`config.mk`:
```
export PLATFORM = sky130hd
export DESIGN_NAME = uart_tx_fifo_flat
export DESIGN_NICKNAME = d
export VERILOG_FILES = /design/src/rtl/uart_tx_fifo_if.sv /design/src/rtl/uart_tx_fifo.sv /design/src/flat_wrapper.sv
export SDC_FILE = /design/constraint.sdc
export NUM_CORES = 1
export LEC_CHECK = 0
export CAP_MARGIN = 25
export CORE_ASPECT_RATIO = 0.7
export CORE_MARGIN = 4
export CORE_UTILIZATION = 29
export CTS_CLUSTER_DIAMETER = 30
export DETAILED_ROUTE_END_ITERATION = 7
export GPL_ROUTABILITY_DRIVEN = 0
export PLACE_DENSITY = 0.51
export SLEW_MARGIN = 10
export SYNTH_ARGS = -nofsm -noshare
export SYNTH_HDL_FRONTEND = slang
export SYNTH_SLANG_ARGS = --single-unit
```
`constraint.sdc`:
```
create_clock -name clk -period 3.1 [get_ports clk]
set_input_delay 0.62 -clock clk [delete_from_list [all_inputs] [get_ports clk]]
set_output_delay 0.62 -clock clk [all_outputs]
set_load 0.01 [all_outputs]
```
`src/rtl/uart_tx_fifo_if.sv`:
```
// Bus-side signals of the buffered UART transmitter: the write strobe and byte in,
// and the status bits and serial line out.
interface uart_tx_fifo_if #(
  parameter int DEPTH = 8
);
  logic                     wr_en;
  logic [7:0]               wr_data;
  logic                     full;
  logic [$clog2(DEPTH):0]   count;
  logic                     busy;
  logic                     txd;

  modport master (output wr_en, output wr_data,
                  input full, input count, input busy, input txd);
  modport slave  (input wr_en, input wr_data,
                  output full, output count, output busy, output txd);
endinterface

```
`src/rtl/uart_tx_fifo.sv`:
```
// Buffered 8N1 UART transmitter: a DEPTH-entry byte FIFO feeding a start/data/stop
// serialiser, LSB first.
module uart_tx_fifo #(
  parameter int CLKS_PER_BIT = 868,
  parameter int DEPTH        = 8
) (
  input  logic          clk,
  input  logic          reset,
  uart_tx_fifo_if.slave bus
);
  localparam int AW = $clog2(DEPTH);
  localparam int CW = AW + 1;
  localparam int BW = $clog2(CLKS_PER_BIT);
  localparam logic [BW-1:0] BAUD_LAST = BW'(CLKS_PER_BIT - 1);

  typedef enum logic [1:0] {S_IDLE, S_START, S_DATA, S_STOP} state_t;

  state_t         r_state, w_state_nxt;
  logic [7:0]     r_mem [DEPTH];
  logic [AW-1:0]  r_wr_ptr, r_rd_ptr;
  logic [CW-1:0]  r_count;
  logic [7:0]     r_shift;
  logic [BW-1:0]  r_baud, w_baud_nxt;
  logic [2:0]     r_bit_idx, w_bit_idx_nxt;
  logic           r_txd, w_txd_nxt;
  logic           w_push, w_pop, w_bit_end, w_full, w_has_data;

  assign w_full     = (r_count == CW'(DEPTH));
  assign w_has_data = (r_count != '0);
  assign w_push     = bus.wr_en && !w_full;
  assign w_bit_end  = (r_baud == BAUD_LAST);

  assign bus.full  = w_full;
  assign bus.count = r_count;
  assign bus.busy  = (r_state != S_IDLE) || w_has_data;
  assign bus.txd   = r_txd;

  always_ff @(posedge clk or posedge reset) begin
    if (reset) r_state <= S_IDLE;
    else       r_state <= w_state_nxt;
  end

  always_comb begin
    w_state_nxt   = r_state;
    w_pop         = 1'b0;
    w_txd_nxt     = r_txd;
    w_baud_nxt    = r_baud + 1'b1;
    w_bit_idx_nxt = r_bit_idx;
    case (r_state)
      S_IDLE: begin
        w_txd_nxt  = 1'b1;
        w_baud_nxt = '0;
        if (w_has_data) begin
          w_pop       = 1'b1;
          w_state_nxt = S_START;
          w_txd_nxt   = 1'b0;
        end
      end
      S_START: begin
        w_txd_nxt = 1'b0;
        if (w_bit_end) begin
          w_state_nxt   = S_DATA;
          w_baud_nxt    = '0;
          w_bit_idx_nxt = 3'd0;
          w_txd_nxt     = r_shift[0];
        end
      end
      S_DATA: begin
        w_txd_nxt = r_shift[r_bit_idx];
        if (w_bit_end) begin
          w_baud_nxt = '0;
          if (r_bit_idx == 3'd7) begin
            w_state_nxt = S_STOP;
            w_txd_nxt   = 1'b1;
          end else begin
            w_bit_idx_nxt = r_bit_idx + 3'd1;
            w_txd_nxt     = r_shift[r_bit_idx + 3'd1];
          end
        end
      end
      S_STOP: begin
        w_txd_nxt = 1'b1;
        if (w_bit_end) begin
          w_baud_nxt = '0;
          // Chain straight into the next start bit so queued bytes leave no idle gap
          if (w_has_data) begin
            w_pop       = 1'b1;
            w_state_nxt = S_START;
            w_txd_nxt   = 1'b0;
          end else begin
            w_state_nxt = S_IDLE;
          end
        end
      end
      default: w_state_nxt = S_IDLE;
    endcase
  end

  always_ff @(posedge clk or posedge reset) begin
    if (reset) begin
      r_txd     <= 1'b1;
      r_baud    <= '0;
      r_bit_idx <= '0;
      r_shift   <= '0;
      r_wr_ptr  <= '0;
      r_rd_ptr  <= '0;
      r_count   <= '0;
    end else begin
      r_txd     <= w_txd_nxt;
      r_baud    <= w_baud_nxt;
      r_bit_idx <= w_bit_idx_nxt;
      if (w_push) r_wr_ptr <= r_wr_ptr + 1'b1;
      if (w_pop) begin
        r_rd_ptr <= r_rd_ptr + 1'b1;
        r_shift  <= r_mem[r_rd_ptr];
      end
      if (w_push && !w_pop)      r_count <= r_count + 1'b1;
      else if (w_pop && !w_push) r_count <= r_count - 1'b1;
    end
  end

  always_ff @(posedge clk) begin
    if (w_push) r_mem[r_wr_ptr] <= bus.wr_data;
  end
endmodule

```
`src/flat_wrapper.sv`:
```
// flat-port wrapper written by rule: the top's interface ports become plain ports
module uart_tx_fifo_flat 
#(
  parameter int CLKS_PER_BIT = 868,
  parameter int DEPTH        = 8
)
  (clk, reset, bus_wr_en, bus_wr_data, bus_full, bus_count, bus_busy, bus_txd);
  uart_tx_fifo_if #(.DEPTH(DEPTH)) bus_i ();
  input  logic clk;
  input  logic reset;
  input wire logic [$bits(bus_i.wr_en)-1:0] bus_wr_en;
  input wire logic [$bits(bus_i.wr_data)-1:0] bus_wr_data;
  output wire logic [$bits(bus_i.full)-1:0] bus_full;
  output wire logic [$bits(bus_i.count)-1:0] bus_count;
  output wire logic [$bits(bus_i.busy)-1:0] bus_busy;
  output wire logic [$bits(bus_i.txd)-1:0] bus_txd;
  assign bus_i.wr_en = bus_wr_en;
  assign bus_i.wr_data = bus_wr_data;
  assign bus_full = bus_i.full;
  assign bus_count = bus_i.count;
  assign bus_busy = bus_i.busy;
  assign bus_txd = bus_i.txd;
  uart_tx_fifo #(.CLKS_PER_BIT(CLKS_PER_BIT), .DEPTH(DEPTH)) u_core (.clk(clk), .reset(reset), .bus(bus_i));
endmodule
```
==> results_dict.tcl <==
set metrics [dict create \
    status "finished, final reports clean" \
    synth_nets 301 \
    synth_commonest_cells "edfxtp_1, dfrtp_1, mux4_2, nor2_1, a21oi_1" \
    ctsHoldBuffers 0 \
    diodes 0 \
    fin_nets 337 \
    clkTransAtPathRegs_ns 0.07 \
    die_h_microns 110 \
    layout-drive-gt1-share_pct 20.2 \
    end_kind "register" \
    ys_warn_count 0 \
    finalCritPeriodShare_pct 92.5 \
    period_needed_ns 2.87 \
    p_per_area_nw_per_um2 918 \
    dp.final_hpwl_microns 5330 \
    rr_worst_depth 13 \
    fin_setup_tns_ns 0 \
    synth_edf_count 64 \
    dieArea_sq_um 16900 \
    first_pass_iters 4 \
    grt_antenna_before_repair 0 \
    critPathBufInv 2 \
    seqPwrFrac_pct 42.1 \
    synth-seq-cells 98 \
    worst_hold_slack_ns 0.494 \
    hold_viol 0 \
    power.switching_mw 1.52 \
    yosysTopAreaCellShare_pct 44.7 \
    detail_route.wl_per_cell_microns 16.0 \
    async_flop_share_pct 34.7 \
    die_w_microns 154 \
    netlist_area_sq_um 4300 \
    critPathMaxFanout 7 \
    yosysMostFrequentCell "edfxtp_1" \
    slew_viol_final 0 \
    first_iter_violations 186 \
    cpLargestDelayFamily "simple AND/OR/NAND/NOR gates" \
    syn2layout_area_growth_pct 18.3 \
    skew_ns 0.00956 \
    setup_viol 0 \
    numCtsBuffers 9 \
    clk_latency_ns 0.34 \
    yosysSeqAreaShare_pct 64.5 \
    multiInputGateArea_sq_um 1430 \
    ctsResizeCount 0 \
    p_leak_nw 1.84 \
    intPower_mw 3.15 \
    cts-root-buf "clkbuf_16" \
    synth_area_per_cell_sq_um 15.6 \
    tightest_slew_ns 0.845 \
    yosys_most_used_dff "edfxtp_1" \
    min_path_type "reg2reg" \
    grt_usage_pct 10.4 \
    ios 18 \
    grt_pass1_wl_microns 13500 \
    hold_depth 1 \
    clock_path_buffers 2 \
    coreArea_sq_um 14200 \
    worstSetupStartpointType "register" \
    synth.largest_area_cell "edfxtp_1" \
    crit_type "reg2reg" \
    syn_inst 276 \
    start_util_pct 30.2 \
    switching_share_pct 32.5 \
    drv_cap 0 \
    io_buffer_count 17 \
    cts.htree.levels 3 \
    nFillCells 1391 \
    via_count 2345 \
    rsz0062_at_grt "false" \
    max_slew_margin_pct 43.7 \
    comb_power_share_pct 33.8 \
    ys_types 43 \
    num_rows 36 \
    seq_area_sq_um 2770 \
    clock_sinks 98 \
    path_cells "or3b_4, nor4_4, a21o_1, and2_4, inv_1, ha_1, inv_1, ha_1, a21o_1, a21oi_1, xnor2_1, nor2_1, xor2_1" \
    route.detailed.drc 0 \
    vdd_drop_max_v 0.000334 \
    cpPeakStageDelay_ns 0.41 \
    grt_pass1_vias 2417 \
    fmax_ghz 0.349 \
    synthTopCellsByArea "edfxtp_1, dfrtp_1, mux4_2, ha_1, mux2i_1" \
    cp.arrival_ns 3.09 \
    drt-total-wl_microns 8130 \
    via_per_inst 4.63 \
    cts_tree "built" \
    critPathRequiredTime_ns 3.32 \
    power_frac_clock_pct 24.0 \
    slowest_stage "dfrtp_1" \
    ant_nets 0 \
    grt_max_degree 35 \
    cp_num_cells 13 \
    overflow 0 \
]
[power by group through the flow]
stage	clock, mW	sequential (mW)	combinational (mW)
finish	1.12	1.97	1.58
global route	1.21	2.02	1.78
CTS	1.16	1.98	1.59
detailed placement	0	2.00	1.58
global placement	0	2.00	1.57
floorplan	0	1.88	1.21
[kinds of logic after synthesis]
group,after synthesis,share of synthesized area (%)
buffers and inverters,21,2.33
muxes,35,13.8
adders and majority gates,14,4.25
AOI/OAI and AO/OA,36,4.94
and+or+nand+nor,56,6.83
xor gates and xnor gates,16,3.43
DFF,98,64.5
[cell type report]
type,count,share of cell area [%]
clock buffer,9,4.43
tap,190,4.67
clock inverter,7,1.50
inverter,11,0.811
timing repair buffer,35,6.00
sequential,98,54.5
multi-input combinational,157,28.1
[per-stage QoR]
stage / cell area (sq um) / instances / power, mW / utilization, % / setup WS, ns
after floorplan: 4300 / 276 / 3.10 / - / 0.157
after global placement: 4760 / 488 / 3.57 / 33.5 / 0.256
after detailed placement: 4760 / 488 / 3.58 / 33.5 / 0.178
after CTS: 5070 / 504 / 4.73 / 35.6 / 0.139
after global routing: 5090 / 507 / 5.01 / 35.8 / 0.0151
final: 5090 / 507 / 4.67 / 35.8 / 0.233
[placed cells by master (no fill, tap or decap), types with 2 or more instances in the layout]
master / n
xnor2_1: 11
ha_1: 13
mux4_2: 19
a21o_1: 2
and3_1: 2
edfxtp_1: 64
clkdlybuf4s50_1: 17
nor2b_1: 2
a22oi_1: 2
clkbuf_16: 9
inv_1: 11
nand3_1: 5
nor4_1: 2
a21oi_1: 17
dfrtp_1: 33
nand2b_1: 3
mux2i_1: 13
o21ai_0: 9
mux2_2: 3
xor2_1: 4
clkinvlp_4: 2
nor2_1: 19
nand2_1: 10
nor3_1: 5
buf_4: 18
inv_6: 3
[registers in the layout, summed over array words and instances, names as in the netlist]
name	flops
u_core.r_bit_idx	3
u_core.r_wr_ptr	3
u_core.r_baud	10
u_core.r_shift	8
u_core.r_state	2
u_core.r_rd_ptr	3
u_core.bus.count	4
u_core.r_mem	64
u_core.bus.txd	1
[timing repair]
action,in CTS,in global routing
endpoints found under the hold margin,0,0
setup buffers,0,3
setup endpoints to repair,0,1
[path summary, 6_finish.rpt]
| check | start | end | slack, ns |
|---|---|---|---|
| setup / recovery | u_core.r_baud[7] | u_core.bus.count[3] | 0.23 |
| hold / removal | u_core.r_baud[0] | u_core.r_baud[0] | 0.49 |
| setup reg to reg | u_core.r_baud[7] | u_core.bus.count[3] | 0.23 |
| hold reg to reg | u_core.r_baud[0] | u_core.r_baud[0] | 0.49 |
| max in group asynchronous | reset | u_core.bus.txd | 2.09 |
| min in group asynchronous | reset | u_core.r_bit_idx[0] | 0.68 |
[metal layers]
layer  part of all wire, %  GRT usage, %
met3                   2.3          2.68
met5                     0             0
met4                   1.2          2.84
met2                    45          15.2
met1                    52          15.4
(Power assumes the default switching activity.)
